<file path="src/rtl/rd_engine_pkg.sv">
// Shared definitions for rd_engine: FSM states, lt_params field layout, fixed AXI AR field values.
// Latency: none (types and constants only).
// Backpressure: not applicable.
package rd_engine_pkg;

  // Run-sequencing states; 3'd7 is unused and recovers to RD_IDLE
  typedef enum logic [2:0] {
    RD_IDLE     = 3'd0,
    RD_STARTED  = 3'd1,
    RD_TH_ADDR  = 3'd2,
    RD_TH_DATA  = 3'd3,
    RD_LAT_ADDR = 3'd4,
    RD_LAT_DATA = 3'd5,
    RD_END      = 3'd6
  } rd_state_e;

  // lt_params field offsets (LSB positions)
  localparam int LT_WGS_LSB    = 0;    // [31:0]   work_group_size, power of two
  localparam int LT_STRIDE_LSB = 32;   // [63:32]  stride in bytes
  localparam int LT_OPS_LSB    = 64;   // [127:64] number of read bursts
  localparam int LT_BURST_LSB  = 128;  // [159:128] burst size in bytes
  localparam int LT_ADDR_LSB   = 160;  // init_addr, ADDR_WIDTH bits
  localparam int LT_LAT_BIT    = 255;  // latency-mode select

  // Fixed AR channel field values
  localparam logic [1:0] AXI_BURST_INCR  = 2'b01;
  localparam logic [1:0] AXI_LOCK_NORMAL = 2'b00;
  localparam logic [3:0] AXI_CACHE_NONE  = 4'b0000;
  localparam logic [3:0] AXI_QOS_NONE    = 4'b0000;
  localparam logic [3:0] AXI_REGION_NONE = 4'b0000;
  localparam logic [2:0] AXI_PROT_RD     = 3'b010;
  localparam logic [2:0] AXI_SIZE_32B    = 3'b101;
  localparam logic [2:0] AXI_SIZE_64B    = 3'b110;

  // Beat size code for the supported data widths (256 or 512 bits)
  function automatic logic [2:0] axi_size(input int dw);
    return (dw == 256) ? AXI_SIZE_32B : AXI_SIZE_64B;
  endfunction

endpackage

</file>
<file path="src/rtl/rd_engine.sv">
// AXI read traffic engine: issues num_mem_ops strided bursts, counts RLASTs/error beats, times the run.
// Latency: start -> RD_STARTED next cycle, first ARVALID one cycle later; end_of_exec one cycle after last RLAST.
// Backpressure: ARVALID/ARADDR held until ARREADY; RREADY tied high. Optional RD_LAT_MODE_EN builds latency mode.
module rd_engine
  import rd_engine_pkg::*;
#(
  parameter int ENGINE_ID   = 0,
  parameter int ADDR_WIDTH  = 33,
  parameter int DATA_WIDTH  = 256,
  parameter int PARAMS_BITS = 256,
  parameter int ID_WIDTH    = 5
) (
  input  logic                   clk,
  input  logic                   rst,
  input  logic                   start,
  output logic                   end_of_exec,
  output logic [63:0]            lat_timer_sum,
  output logic [31:0]            rd_err_cnt,
  input  logic [PARAMS_BITS-1:0] lt_params,
  output logic                   m_axi_ARVALID,
  output logic [ADDR_WIDTH-1:0]  m_axi_ARADDR,
  output logic [ID_WIDTH-1:0]    m_axi_ARID,
  output logic [7:0]             m_axi_ARLEN,
  output logic [2:0]             m_axi_ARSIZE,
  output logic [1:0]             m_axi_ARBURST,
  output logic [1:0]             m_axi_ARLOCK,
  output logic [3:0]             m_axi_ARCACHE,
  output logic [3:0]             m_axi_ARQOS,
  output logic [3:0]             m_axi_ARREGION,
  output logic [2:0]             m_axi_ARPROT,
  input  logic                   m_axi_ARREADY,
  input  logic                   m_axi_RVALID,
  input  logic [DATA_WIDTH-1:0]  m_axi_RDATA,
  input  logic [1:0]             m_axi_RRESP,
  input  logic                   m_axi_RLAST,
  input  logic [ID_WIDTH-1:0]    m_axi_RID,
  output logic                   m_axi_RREADY
);

  localparam int BEAT_SHIFT = $clog2(DATA_WIDTH / 8);

  rd_state_e              state;
  logic [PARAMS_BITS-1:0] params_q;
  logic [ADDR_WIDTH-1:0]  offset;
  logic [63:0]            op_cnt;
  logic [63:0]            rlast_cnt;

  // Decoded run parameters, always taken from the registered copy
  logic [31:0]           wgs;
  logic [31:0]           stride;
  logic [63:0]           num_ops;
  logic [31:0]           burst_bytes;
  logic [ADDR_WIDTH-1:0] init_addr;
  logic [31:0]           arlen_full;

  assign wgs         = params_q[LT_WGS_LSB +: 32];
  assign stride      = params_q[LT_STRIDE_LSB +: 32];
  assign num_ops     = params_q[LT_OPS_LSB +: 64];
  assign burst_bytes = params_q[LT_BURST_LSB +: 32];
  assign init_addr   = params_q[LT_ADDR_LSB +: ADDR_WIDTH];
  assign arlen_full  = (burst_bytes >> BEAT_SHIFT) - 32'd1;

  // Address of the request following the current handshake (offset wraps at ADDR_WIDTH)
  logic [ADDR_WIDTH-1:0] addr_mask;
  logic [ADDR_WIDTH-1:0] offset_nxt;
  logic [ADDR_WIDTH-1:0] addr_nxt;

  assign addr_mask  = ADDR_WIDTH'(wgs) - {{(ADDR_WIDTH-1){1'b0}}, 1'b1};
  assign offset_nxt = offset + ADDR_WIDTH'(stride);
  assign addr_nxt   = init_addr + (offset_nxt & addr_mask);

  logic        ar_hs;
  logic        r_beat;
  logic        rlast_hs;
  logic [63:0] rlast_nxt;
  logic        counting;

  assign ar_hs     = m_axi_ARVALID & m_axi_ARREADY;
  assign r_beat    = m_axi_RVALID & m_axi_RREADY;
  assign rlast_hs  = r_beat & m_axi_RLAST;
  assign rlast_nxt = rlast_cnt + {63'd0, rlast_hs};
  // Beats seen in RD_IDLE are stragglers from an abandoned run; RD_STARTED clears instead
  assign counting  = (state != RD_IDLE) && (state != RD_STARTED);

  // Fixed AR fields
  assign m_axi_ARID     = '0;
  assign m_axi_ARLEN    = arlen_full[7:0];
  assign m_axi_ARSIZE   = axi_size(DATA_WIDTH);
  assign m_axi_ARBURST  = AXI_BURST_INCR;
  assign m_axi_ARLOCK   = AXI_LOCK_NORMAL;
  assign m_axi_ARCACHE  = AXI_CACHE_NONE;
  assign m_axi_ARPROT   = AXI_PROT_RD;
  assign m_axi_ARQOS    = AXI_QOS_NONE;
  assign m_axi_ARREGION = AXI_REGION_NONE;
  assign m_axi_RREADY   = 1'b1;

  // Data payload, ID and spare parameter bits are deliberately not consumed
  logic unused_ok;
  assign unused_ok = ^{m_axi_RDATA, m_axi_RID, params_q, arlen_full, 32'(ENGINE_ID)};

  // Run sequencer: parameter capture, AR issue and completion tracking
  always_ff @(posedge clk or posedge rst) begin
    if (rst) begin
      state         <= RD_IDLE;
      params_q      <= '0;
      m_axi_ARVALID <= 1'b0;
      m_axi_ARADDR  <= '0;
      offset        <= '0;
      op_cnt        <= '0;
      end_of_exec   <= 1'b0;
    end else begin
      end_of_exec <= 1'b0;
      case (state)
        RD_IDLE: begin
          if (start) begin
            params_q <= lt_params;
            state    <= RD_STARTED;
          end
        end
        RD_STARTED: begin
          offset       <= '0;
          op_cnt       <= '0;
          m_axi_ARADDR <= init_addr;
          if (num_ops == 64'd0) begin
            state <= RD_END;
`ifdef RD_LAT_MODE_EN
          end else if (params_q[LT_LAT_BIT]) begin
            state         <= RD_LAT_ADDR;
            m_axi_ARVALID <= 1'b1;
`endif
          end else begin
            state         <= RD_TH_ADDR;
            m_axi_ARVALID <= 1'b1;
          end
        end
        RD_TH_ADDR: begin
          if (ar_hs) begin
            offset       <= offset_nxt;
            m_axi_ARADDR <= addr_nxt;
            op_cnt       <= op_cnt + 64'd1;
            if (op_cnt + 64'd1 == num_ops) begin
              m_axi_ARVALID <= 1'b0;
              state         <= (rlast_nxt == num_ops) ? RD_END : RD_TH_DATA;
            end
          end
        end
        RD_TH_DATA: begin
          if (rlast_nxt == num_ops) state <= RD_END;
        end
`ifdef RD_LAT_MODE_EN
        RD_LAT_ADDR: begin
          if (ar_hs) begin
            offset        <= offset_nxt;
            m_axi_ARADDR  <= addr_nxt;
            op_cnt        <= op_cnt + 64'd1;
            m_axi_ARVALID <= 1'b0;
            state         <= RD_LAT_DATA;
          end
        end
        RD_LAT_DATA: begin
          if (rlast_hs) begin
            if (op_cnt == num_ops) begin
              state <= RD_END;
            end else begin
              state         <= RD_LAT_ADDR;
              m_axi_ARVALID <= 1'b1;
            end
          end
        end
`endif
        RD_END: begin
          end_of_exec <= 1'b1;
          state       <= RD_IDLE;
        end
        default: begin
          state         <= RD_IDLE;
          m_axi_ARVALID <= 1'b0;
        end
      endcase
    end
  end

  // Run statistics: RLAST count, cycle timer and saturating error-beat count
  always_ff @(posedge clk or posedge rst) begin
    if (rst) begin
      rlast_cnt     <= '0;
      lat_timer_sum <= '0;
      rd_err_cnt    <= '0;
    end else if (state == RD_STARTED) begin
      rlast_cnt     <= '0;
      lat_timer_sum <= '0;
      rd_err_cnt    <= '0;
    end else if (counting) begin
      lat_timer_sum <= lat_timer_sum + 64'd1;
      rlast_cnt     <= rlast_nxt;
      if (r_beat && (m_axi_RRESP != 2'b00) && (rd_err_cnt != 32'hFFFF_FFFF))
        rd_err_cnt <= rd_err_cnt + 32'd1;
    end
  end

endmodule

</file>
<file path="config.mk">
export PLATFORM = sky130hd
export DESIGN_NAME = rd_engine
export DESIGN_NICKNAME = d
export VERILOG_FILES = /design/src/rtl/rd_engine_pkg.sv /design/src/rtl/rd_engine.sv
export SDC_FILE = /design/constraint.sdc
export NUM_CORES = 1
export LEC_CHECK = 0
export BUFFER_PORTS_ARGS = -buffer_cell sky130_fd_sc_hd__buf_2
export CAP_MARGIN = 20
export CORE_AREA = 2 2 267 269
export CTS_CLUSTER_SIZE = 20
export DETAILED_ROUTE_END_ITERATION = 10
export DIE_AREA = 0 0 269 271
export PLACE_DENSITY = 0.66
export SYNTH_ARGS = -nofsm -noshare
export SYNTH_HDL_FRONTEND = slang
export SYNTH_SLANG_ARGS = --single-unit
</file>
<file path="constraint.sdc">
create_clock -name clk -period 42.4 [get_ports clk]
set_clock_uncertainty 0.1 [all_clocks]
set_input_delay 6.36 -clock clk [delete_from_list [all_inputs] [get_ports clk]]
set_output_delay 6.36 -clock clk [all_outputs]
set_load 0.005 [all_outputs]
</file>
# Word level (Yosys, flattened, before mapping)
# Cells that the tools add are included.
# classes
n_addsub	8
muxes	25
n_reduce_logical	16
eq_ne	13
n_bitwise	4
# ops
op	count
$mux W64	5
$pmux W33 S2	2
$add A64 B1 Y64 const B	2
$eq A64 B64 Y1	2
$pmux W64 S2	1
$mux W32	3
$mux W33	2
$add A64 B1 Y64	1
$logic_not A64 Y1	1
$add A33 B32 Y33	1
$add A33 B33 Y33	1
$and A33 B33 Y33	1
$sub A32 B1 Y33 const B	1
$add A32 B1 Y32 const B	1
$ne A32 B32 Y1 const B	1
$mux W3	6
$pmux W3 S4	1
$ne A2 B2 Y1 const B	5
$reduce_and A4 Y1	2
$reduce_bool A2 Y1	4
$sub A8 B1 Y8 const B	1
$eq A3 B2 Y1 const B	2
$reduce_and A2 Y1	3
$mux W1	4
other kinds (10)	13
# totals
register_bits	488
out_inout_bits	167
elab_cells	76

# Depth between registers and ports, before layout
# Gate-level depths: netlist of run 1.
# logic_depth
word_depth	7
depth_mapped	22
mapped_depth_nobuf	22

# Least setup slack after synthesis of run 1
# No wires, ideal clock.
# synth_path
path_type	in2reg
start	in m_axi_RVALID
end	reg state[0]
stages	13
path_buffers	0
setup_ns	0.120
t_arrival_ns	9.194
setup_slack_ns	32.986
path_cell_list	and2_1 > ha_1 > ha_1 > nand4_1 > or3_1 > nor3_1 > nand3_1 > xnor2_1 > a2111oi_0 > o2111ai_1 > a21oi_1 > nand3_1 > a31o_1
# synth_between
elab_chain_len	7
word_cells_on_any_way	9
classes_between	add/sub (1); eq/ne (2); mux (4); bitwise (1); reduce/logical (1)
# synth_lines
item	line	source
from (decl)	rd_engine.sv:32	input logic m_axi_RVALID,
$and A1 B1 Y1 (*)	rd_engine.sv:80	assign rlast_hs = r_beat & m_axi_RLAST;
$add A64 B1 Y64 (*)	rd_engine.sv:81	assign rlast_nxt = rlast_cnt + {63'd0, rlast_hs};
$eq A64 B64 Y1 (*)	rd_engine.sv:143, rd_engine.sv:148	
$mux W3	rd_engine.sv:143	state <= (rlast_nxt == num_ops) ? RD_END : RD_TH_DATA;
$mux W3	rd_engine.sv:141	if (op_cnt + 64'd1 == num_ops) begin
$mux W3	rd_engine.sv:137	if (ar_hs) begin
$pmux W3 S4	rd_engine.sv:113	case (state)
to (signal assigned)	rd_engine.sv:143	
to (decl)	rd_engine.sv:42	rd_state_e state;
# Mark *: on every way between the ends. The rest lies on a longest branch, timed or not. The select of a mux whose other input is x is not followed.
# A chain may end at the register's enable or synchronous reset.

# Worst setup path after layout of run 1
# Same ends and word-level chain as after synthesis.

==> results of run 1 <==
[kinds of logic after synthesis]
logic type	Yosys count	synth area share [%]
mux	186	7.19
buf+inv	228	3.70
fa+ha+maj	73	3.23
other cells	2	0.0261
compound gates	681	14.5
xor+xnor	309	9.67
flops	464	40.4
simple gates	1191	21.3
[per-stage QoR]
step / std cells / utilization, %
after floorplan: 3160 / -
after global placement: 4256 / 44.4
after detailed placement: 4256 / 44.4
after CTS: 4358 / 47.3
after global routing: 4358 / 47.3
final: 4358 / 47.3
[final cells by class]
cell class | count | area share (%)
inverter | 45 | 0.534
timing repair buffer | 339 | 5.32
clock inverter | 32 | 1.60
clock buffer | 70 | 4.68
tap | 940 | 3.56
sequential | 464 | 35.2
multi-input combinational | 2468 | 49.1
[worst reg2reg max path: stages (launching register included)]
cell and delay (ns):
dfrtp_1 0.38, ha_1 0.24, inv_1 0.08, fa_1 0.19, nand2b_1 0.14, a21oi_1 0.10, o21ai_0 0.41, a21oi_1 0.22
a221oi_1 0.78, o21ai_0 0.38, a21o_1 0.27, a21oi_1 0.17, xor2_1 0.19, nor2_1 0.09, ha_1 0.33, a211o_1 0.30
nor3b_1 0.18, nand3_1 0.13, a41oi_1 0.33, o21ai_0 0.18, xnor2_1 0.21, mux2i_1 0.20, nand3_1 0.09
[flip-flops by register name, summed over array words and instances (netlist names)]
name / count
m_axi_ARVALID: 1
op_cnt: 64
rlast_cnt: 64
rd_err_cnt: 32
m_axi_ARADDR: 33
lat_timer_sum: 64
offset: 33
state: 3
params_q: 169
end_of_exec: 1
[metal layers]
| metal | global-route usage [%] | vias to the layer above | routed length [um] |
|---|---|---|---|
| met2 | 37.3 | 751 | 39500 |
| met5 | 0 | - | 0 |
| met4 | 8.16 | 0 | 2910 |
| met1 | 31.9 | 12126 | 38200 |
| met3 | 2.93 | 155 | 5050 |
| li1 | - | 11864 | - |
[cells in the mapped netlist (15+ instances only)]
library cell  instances
buf_4                33
a21oi_1             124
clkbuf_1            113
nor2b_1              16
ha_1                 71
o211ai_1             27
or4_1                15
mux2i_1              23
nand4_1              80
or3_1                27
inv_1                45
dfrtp_1             464
xnor2_1             197
buf_2                19
nand3_1             191
o21a_1               16
nor2_1              239
nor3_1               68
and3_1               61
o31ai_1              75
mux2_2              163
nand2_1             286
nor4_1               74
a21o_1               29
xor2_1              107
a31oi_1              16
and4_1               22
o41ai_1              18
and2_1               28
o21ai_0             286
[where the power goes]
group,switching [mW],leakage [nW],internal (mW),total [mW]
Clock,0.203,0.997,0.337,0.540
Combinational,0.370,7.11,0.294,0.665
Sequential,0.117,6.01,0.530,0.647
[how the worst max path moves through the flow]
stage	endpoint	slack, ns	cells past startpoint	startpoint
after floorplan	end_of_exec	23.00	1	rst
after global placement	state[0]	31.45	14	m_axi_RVALID
after detailed placement	state[0]	31.51	14	m_axi_RVALID
after CTS	state[0]	32.16	14	m_axi_RVALID
after global routing	state[0]	31.83	14	m_axi_RVALID
final	state[0]	32.04	14	m_axi_RVALID
==> flow_summary.yaml, run 1 <==
route:
  totalWireLength_um: 85700
  drt-vias-per-instance: 5.71
  routedWlPerCell_um: 19.7
  drt_iter0_drc: 1999
  vias: 24896
  firstDrtPassIters: 5
  drc: 0
  postRouteAntennaNets: 0
sta:
  finalCriticalPeriod_ns: 10.36
  setup_ws_ns: 32.04
  finalSetupTns_ns: 0
  rsz0062_at_grt: "no"
  worstMarginPinSlew_ns: 1.02
  max_freq_mhz: 96.5
  final_max_slew_viol_count: 0
  maxSlewHeadroom_pct: 32.2
  finalSetupViolations: 0
  hold_viol: 0
  fin_crit_sh_pct: 24.4
  fin_hold_ws_ns: 0.376
run_status:
  status: "finished, final reports clean"
cts:
  ctsResizeCount: 0
  worstSkewPairLatency_ns: 0.63
  cts_tree: "done"
  postCtsSetupRepairBufs: 0
  cts_htree_levels: 2
  ctsHoldBuffers: 0
  cts_buffers: 56
  clock-root-buffer: "clkbuf_16"
  cts.path.max_buffers: 3
  clkSinkCount: 464
  clk_pin_slew_ns: 0.06
logic_synthesis:
  ys_seq_area_share_pct: 40.4
  async_flop_share_pct: 100
  synth.distinct_cells: 93
  synth_edf_count: 0
  synth.avg_cell_area_um2: 9.17
  synthCells: 3134
  synth_area_leaders: "dfrtp_1 40%, mux2_2 6.4%, xnor2_1 6.0%"
  yosysTopAreaCellShare_pct: 40.4
  yosysWarnings: 0
  ys_seq_elements: 464
  syn_area_um2: 28700
  synthFlopType: "dfrtp_1"
  yosys.area.top_type: "dfrtp_1"
global_route:
  grt_max_degree: 107
  grt_pass1_vias: 23566
  antenna_found_initial: 0
  track_usage_pct: 23.2
  grt_pass1_wl_um: 134000
  overflow: 0
run:
  cap_violations: 0
min_path:
  holdPathStages: 2
  hp-class: "flip-flop to flip-flop"
  min_from: "m_axi_ARADDR[3]"
  min_to: "m_axi_ARADDR[3]"
final_layout:
  diodes: 0
  area_growth_pct: 14.9
  design_area_um2: 33000
  layout_commonest_cell: "dfrtp_1"
  regArea_um2: 11600
  nFillCells: 6669
  most-common-layout-cells: "464 x dfrtp_1, 315 x buf_2, 286 x o21ai_0"
  multi_input_area_um2: 16200
  finalNetCount: 3972
  drive_above_1_share_pct: 19.4
place:
  place_congestion: 0.964
  pre_cts_ws_ns: 31.51
  place_area_um2: 31000
  dpl.hpwl_um: 61600
  numPortBuffers: 315
setup_path:
  cp.required_ns: 42.79
  cp_slowest_cell: "a2111oi_0"
  r2r-end: "m_axi_ARADDR[32]"
  path_cells: "buf_2 > and2_1 > ha_1 > ha_1 > nand4_1 > nor3_2 > nand3_1 > nor4_1 > nor2_1 > a2111oi_0 > o2111ai_1 > a21oi_1 > nand3_1 > a31o_1"
  crit_family: "simple AND/OR/NAND/NOR gates"
  path_class: "input port to flip-flop"
  worst_ep_arrival_time_ns: 10.76
  critical_path.max_stage_delay_ns: 0.80
  cp_max_fo: 7
  worstReg2RegStart: "offset[0]"
  crit_path_end_kind: "flip-flop"
  rr_worst_depth: 22
  crit_buf_inv: 1
  ff2ff_setup_slack_ns: 36.58
  start_kind: "input port"
power:
  p_leak_nw: 14.1
  peakVddDrop_v: 0.0000379
  powerDensity_nw_per_um2: 56.1
  finalPower_mw: 1.85
floorplanning:
  ios: 692
  die_y_um: 271
  die_x_um: 269
  core_um2: 69800
  rows: 97
  start_util_pct: 41.2
  die-area_um2: 72900
Power figures use the tool's default switching activity.
==> run 2, diff against run 1 <==
--- a/config.mk
+++ b/config.mk
@@ -7,11 +7,11 @@
 export LEC_CHECK = 0
 export BUFFER_PORTS_ARGS = -buffer_cell sky130_fd_sc_hd__buf_2
 export CAP_MARGIN = 20
-export CORE_AREA = 2 2 267 269
+export CORE_AREA = 2 2 269 271
 export CTS_CLUSTER_SIZE = 20
 export DETAILED_ROUTE_END_ITERATION = 10
-export DIE_AREA = 0 0 269 271
-export PLACE_DENSITY = 0.66
+export DIE_AREA = 0 0 271 273
+export PLACE_DENSITY = 0.65
 export SYNTH_ARGS = -nofsm -noshare
 export SYNTH_HDL_FRONTEND = slang
 export SYNTH_SLANG_ARGS = --single-unit
==> constraint.sdc (replaced) <==
create_clock -name clk -period 10.4 [get_ports clk]
set_clock_uncertainty 0.1 [all_clocks]
set_input_delay 1.56 -clock clk [delete_from_list [all_inputs] [get_ports clk]]
set_output_delay 1.56 -clock clk [all_outputs]
set_load 0.005 [all_outputs]
==> run 2 against run 1 <==
- sequential power rose to 4.1 times the previous value
- largest cell class unchanged
- die area up 1.5%
- critical path depth up 8
- core utilization down 1.0 points
- largest power group unchanged
- power rose to 4.0 times the previous value
==> flow_summary.yaml, run 2 (synthesis gave the netlist of run 1 again) <==
sta:
  fin_hold_ws_ns: 0.372
  final_max_slew_viol_count: 0
  finalSetupViolations: 0
  rsz0062_at_grt: "no"
  finalCriticalPeriod_ns: 5.92
  fin_crit_sh_pct: 56.9
  finalSetupTns_ns: 0
  max_freq_mhz: 169
  hold_viol: 0
  maxSlewHeadroom_pct: 28.4
  setup_ws_ns: 4.48
  worstMarginPinSlew_ns: 1.07
final_layout:
  finalNetCount: 3972
  multi_input_area_um2: 16200
  nFillCells: 6819
  diodes: 0
  design_area_um2: 32900
  instances_no_fill: 4364
  layout_commonest_cell: "dfrtp_1"
  drive_above_1_share_pct: 19.2
  most-common-layout-cells: "464 x dfrtp_1, 315 x buf_2, 286 x o21ai_0"
  top_register: "params_q"
  area_growth_pct: 14.4
  regArea_um2: 11600
  largest_register_ffs: 169
  fin_util_pct: 46.3
min_path:
  min_from: "m_axi_ARADDR[1]"
  hp-class: "flip-flop to flip-flop"
global_route:
  grt_max_degree: 115
  grt_pass1_vias: 23395
  antenna_found_initial: 0
  overflow: 0
  track_usage_pct: 22.2
  grt_pass1_wl_um: 132000
route:
  wl_met3_um: 4590
  routedWlPerCell_um: 19.3
  wl_met1_um: 37400
  top_layer: "met4"
  drt_iter0_drc: 1817
  firstDrtPassIters: 5
  drc: 0
  drt-vias-per-instance: 5.67
  wl_met2_um: 39600
  totalWireLength_um: 84100
  postRouteAntennaNets: 0
  vias: 24765
power:
  powerDensity_nw_per_um2: 224
  pwr-share-comb_pct: 36.5
  peakVddDrop_v: 0.000148
  clkPwrFrac_pct: 27.7
  power_frac_seq_pct: 35.8
  finalPower_mw: 7.35
  p_int_mw: 4.58
  p_leak_nw: 14.0
  swShare_pct: 37.7
  switchingPower_mw: 2.77
cts:
  clock-root-buffer: "clkbuf_16"
  cts_tree: "done"
  cts_htree_levels: 2
  cts_buffers: 55
  postCtsSetupRepairBufs: 0
  ctsHoldBuffers: 0
  cts.path.max_buffers: 3
  ctsResizeCount: 0
  clk_pin_slew_ns: 0.06
  worstSkewPairLatency_ns: 0.61
  clkSinkCount: 464
setup_path:
  start_kind: "flip-flop"
  cp_max_fo: 5
  crit_path_end_kind: "flip-flop"
  crit_start: "params_q[32]"
  cp.required_ns: 10.78
  path_class: "flip-flop to flip-flop"
  worstReg2RegStart: "params_q[32]"
  worst_ep_arrival_time_ns: 6.30
floorplanning:
  rows: 98
  ios: 692
  core_um2: 71000
  die_x_um: 271
  die_y_um: 273
  die-area_um2: 74000
  start_util_pct: 40.5
place:
  place_area_um2: 31000
  place_congestion: 0.947
  placed_cells: 4266
  dpl.hpwl_um: 60600
  pre_cts_ws_ns: 4.15
  numPortBuffers: 315
run:
  cap_violations: 0
run_status:
  status: "finished, final reports clean"
## run 2: cell count changes in the layout (fill, tap and decap cells not counted), moves of 2 or more
cell / previous run / this run
bufinv_16: 13 / 8
clkbuf_1: 5 / 7
clkbuf_8: 9 / 4
clkinv_2: 7 / 9
clkinvlp_4: 7 / 11
## run 2: metal layers
| layer | GRT usage (%) | vias to the layer above |
|---|---|---|
| met4 | 6.59 | 0 |
| met1 | 30.0 | 12009 |
| met3 | 2.93 | 136 |
| met5 | 0 | - |
| li1 | - | 11856 |
| met2 | 37.0 | 764 |
## run 2: power groups by stage
| stage | Clock [mW] | Sequential, mW | Combinational [mW] |
|---|---|---|---|
| floorplan | 0 | 2.46 | 2.05 |
| global placement | 0 | 2.65 | 2.62 |
| detailed placement | 0 | 2.65 | 2.66 |
| CTS | 2.08 | 2.62 | 2.68 |
| global route | 2.15 | 2.68 | 2.99 |
| finish | 2.03 | 2.63 | 2.68 |
## run 2: area by class of cell
cell class                 count  area share [%]
timing repair buffer         340            5.46
inverter                      45           0.525
clock inverter                29            1.15
sequential                   464            35.3
tap                          950            3.61
clock buffer                  68            4.58
multi-input combinational   2468            49.4
## run 2: final timing paths
check,end,cells after the start,slack [ns]
setup / recovery,m_axi_ARADDR[32],22,4.48
hold / removal,m_axi_ARADDR[1],2,0.37
setup reg to reg,m_axi_ARADDR[32],22,4.48
hold reg to reg,m_axi_ARADDR[1],2,0.37
max in group asynchronous,state[1],4,7.09
min in group asynchronous,params_q[11],2,1.00
## run 2: worst max-delay path, stage by stage (launching register included)
cell,delay [ns]
dfrtp_1,0.40
ha_1,0.23
inv_1,0.08
fa_1,0.20
nand2b_1,0.14
a21oi_1,0.09
o21ai_0,0.35
a21oi_1,0.20
a221oi_1,0.79
o21ai_0,0.37
a21o_1,0.25
a21oi_1,0.18
xor2_1,0.22
nor2_1,0.08
ha_1,0.34
a211o_1,0.31
nor3b_1,0.19
nand3_1,0.17
a41oi_1,0.32
o21ai_0,0.19
xnor2_1,0.31
mux2i_1,0.22
nand3_1,0.09
==> run 3, diff against run 2 <==
--- a/config.mk
+++ b/config.mk
@@ -5,13 +5,14 @@
 export SDC_FILE = /design/constraint.sdc
 export NUM_CORES = 1
 export LEC_CHECK = 0
+export ABC_AREA = 1
 export BUFFER_PORTS_ARGS = -buffer_cell sky130_fd_sc_hd__buf_2
 export CAP_MARGIN = 20
-export CORE_AREA = 2 2 269 271
+export CORE_AREA = 2 2 271 273
 export CTS_CLUSTER_SIZE = 20
 export DETAILED_ROUTE_END_ITERATION = 10
-export DIE_AREA = 0 0 271 273
-export PLACE_DENSITY = 0.65
+export DIE_AREA = 0 0 273 275
+export PLACE_DENSITY = 0.69
 export SYNTH_ARGS = -nofsm -noshare
 export SYNTH_HDL_FRONTEND = slang
 export SYNTH_SLANG_ARGS = --single-unit
==> constraint.sdc (replaced) <==
create_clock -name clk -period 5.2 [get_ports clk]
set_clock_uncertainty 0.1 [all_clocks]
set_input_delay 0.78 -clock clk [delete_from_list [all_inputs] [get_ports clk]]
set_output_delay 0.78 -clock clk [all_outputs]
set_load 0.005 [all_outputs]
==> run 3 against run 2 <==
- setup slack got worse by 4.0 ns
- sequential share of layout area decreased by 1.7 points
- core utilization increased by 1.4 points
- final cell count increased by 26%
- global-route usage increased by 4.9 points
- final area increased by 5.0%
- synthesized area increased by 4.2%
- synthesized cell count increased by 33%
- routed wire length increased by 23%
==> flow_summary.yaml, run 3 <==
setup_path:
  cp.required_ns: 5.62
  critical_path.max_stage_delay_ns: 0.44
  crit_top_cell: "nand2_1"
  rr_worst_depth: 25
  cp_max_fo: 4
  path_class: "flip-flop to flip-flop"
  worst_ep_arrival_time_ns: 5.15
  crit_cells: 25
  cp_slowest_cell: "o21ai_0"
  start_kind: "flip-flop"
  crit_buf_inv: 4
  crit_family: "compound AO/OA/AOI/OAI gates"
  crit_path_end_kind: "flip-flop"
route:
  top_layer: "met5"
  wl_met3_um: 8830
  drt_iter0_drc: 2633
  drt-vias-per-instance: 5.36
  totalWireLength_um: 103000
  routedWlPerCell_um: 18.9
  drc: 0
  vias: 29382
  wl_met1_um: 45800
  firstDrtPassIters: 6
  postRouteAntennaNets: 0
  wl_met2_um: 45400
cts:
  clk_pin_slew_ns: 0.06
  cts_buffers: 55
  ctsHoldBuffers: 0
  clkSinkCount: 464
  clock-root-buffer: "clkbuf_16"
  cts_tree: "done"
  cts_htree_levels: 2
  cts.path.max_buffers: 3
  postCtsSetupRepairBufs: 0
  worstSkewPairLatency_ns: 0.64
sta:
  rsz0062_at_grt: "no"
  finalSetupTns_ns: 0
  maxSlewHeadroom_pct: 24.7
  fin_crit_sh_pct: 91.1
  fin_hold_ws_ns: 0.106
  final_max_slew_viol_count: 0
  finalSetupViolations: 0
  worstMarginPinSlew_ns: 1.13
  hold_viol: 0
  max_freq_mhz: 211
  finalCriticalPeriod_ns: 4.74
run:
  cap_violations: 0
place:
  numPortBuffers: 315
  place_congestion: 1.01
  dpl.hpwl_um: 79600
  placed_cells: 5377
floorplanning:
  die-area_um2: 75100
  core_um2: 72300
  start_util_pct: 41.4
  ios: 692
  die_y_um: 275
  rows: 99
  die_x_um: 273
final_layout:
  nFillCells: 7245
  diodes: 0
  top_register: "params_q"
  multi_input_area_um2: 16000
  area_growth_pct: 15.3
  regArea_um2: 11600
  most-common-layout-cells: "1138 x nand2_1, 485 x inv_1, 464 x dfrtp_1"
  finalNetCount: 5073
  instances_no_fill: 5478
  layout_commonest_cell: "nand2_1"
  largest_register_ffs: 169
  drive_above_1_share_pct: 12.5
logic_synthesis:
  synthCells: 4176
  ys_seq_area_share_pct: 38.8
  async_flop_share_pct: 100
  synth.distinct_cells: 61
  ys_seq_elements: 464
  ys_top_cells_by_count: "1138 x nand2_1, 487 x inv_1, 464 x dfrtp_1"
  yosysMostFrequentCell: "nand2_1"
  yosys.area.top_type: "dfrtp_1"
  syn_area_um2: 30000
  synthFlopType: "dfrtp_1"
  synth_area_leaders: "dfrtp_1 39%, nand2_1 14%, inv_1 6.1%"
  yosysTopAreaCellShare_pct: 38.8
  synth.avg_cell_area_um2: 7.17
  yosysWarnings: 0
  synth_edf_count: 0
global_route:
  antenna_found_initial: 4
  track_usage_pct: 27.1
  grt_max_degree: 213
  overflow: 0
  grt_pass1_wl_um: 159000
  grt_pass1_vias: 27765
power:
  peakVddDrop_v: 0.000384
  finalPower_mw: 18.6
  p_leak_nw: 16.0
  powerDensity_nw_per_um2: 538
min_path:
  hp-class: "input port to asynchronous set/reset pin"
run_status:
  status: "finished, final reports clean"
==> run 3: cell types whose count changed after synthesis, sizes merged, moves of 62 or more <==
cell   previous run  this run
mux2            163        60
nand2           286      1150
inv              45       493
xnor2           197        25
o22ai             6        96
o31ai            75         3
nor2            239       479
nand3           191       306
o21ai           288       363
and3             64         2
==> run 3: final cells by class <==
class,instances,share of cell area (%)
Clock buffer,79,4.80
Clock inverter,22,1.04
Inverter,495,5.39
Multi-Input combinational cell,3123,46.4
Sequential cell,464,33.6
Tap cell,959,3.48
Timing Repair Buffer,336,5.20
==> run 3: report_power, final <==
group | total [mW] | switching (mW) | leakage (nW) | internal [mW]
sequential | 5.97 | 1.23 | 6.07 | 4.75
combinational | 8.28 | 5.28 | 8.94 | 3.00
clock | 4.32 | 1.71 | 0.986 | 2.61
total | 18.6 | 8.21 | 16.0 | 10.4
==> run 3: metal layers <==
layer	global-route usage (%)	vias to the layer above
li1	-	14236
met1	37.7	13858
met2	42.1	1101
met3	5.64	185
met4	8.83	2
met5	0	-
==> run 3: final timing paths <==
| check | start | end | slack (ns) |
|---|---|---|---|
| max | offset[0] | m_axi_ARADDR[31] | 0.46 |
| min | rst | lat_timer_sum[32] | 0.11 |
| max reg2reg | offset[0] | m_axi_ARADDR[31] | 0.46 |
| min reg2reg | lat_timer_sum[63] | lat_timer_sum[63] | 0.37 |
| max in group asynchronous | rst | params_q[0] | 3.72 |
| min in group clk | lt_params[134] | params_q[134] | 0.25 |
==> run 3: kinds of logic (layout without fill, tap and decap cells) <==
group	after synthesis	in the layout	synth area share [%]
compound gates	655	655	11.8
buf+inv	615	932	8.14
simple gates	2156	2156	30.6
other cells	2	28	0.0251
fa+ha+maj	73	73	3.10
xor+xnor	146	146	5.10
mux	65	65	2.42
flops	464	464	38.8
==> run 3: what timing repair did <==
item	CTS	global route
resized for setup	0	5
setup endpoints to repair	0	5
hold endpoints to repair	0	0
==> run 3: worst reg2reg max path, stage by stage, from the launching register on <==
cell       delay [ns]
dfrtp_1          0.35
ha_1             0.18
inv_1            0.06
fa_1             0.39
inv_1            0.07
nand3_1          0.06
nand2_1          0.11
nand2_1          0.06
nand2_1          0.09
nand2_1          0.06
nand2_1          0.17
inv_1            0.06
o21ai_0          0.44
nand4_1          0.16
o311ai_0         0.18
xnor2_1          0.25
nor2_1           0.09
ha_1             0.35
a21oi_1          0.29
inv_1            0.08
a21oi_1          0.19
nor2_1           0.07
a2111oi_0        0.42
a21oi_1          0.13
o21ai_0          0.18
nand2_1          0.07
==> run 3: per-stage QoR <==
stage	util, %	cell area [um2]	setup WS, ns
final	47.7	34500	0.464
after global routing	47.7	34500	0.0130
after detailed placement	44.9	32500	0.400
after global placement	44.9	32500	0.375
after floorplan	-	30100	-1.96
after CTS	47.7	34500	0.382
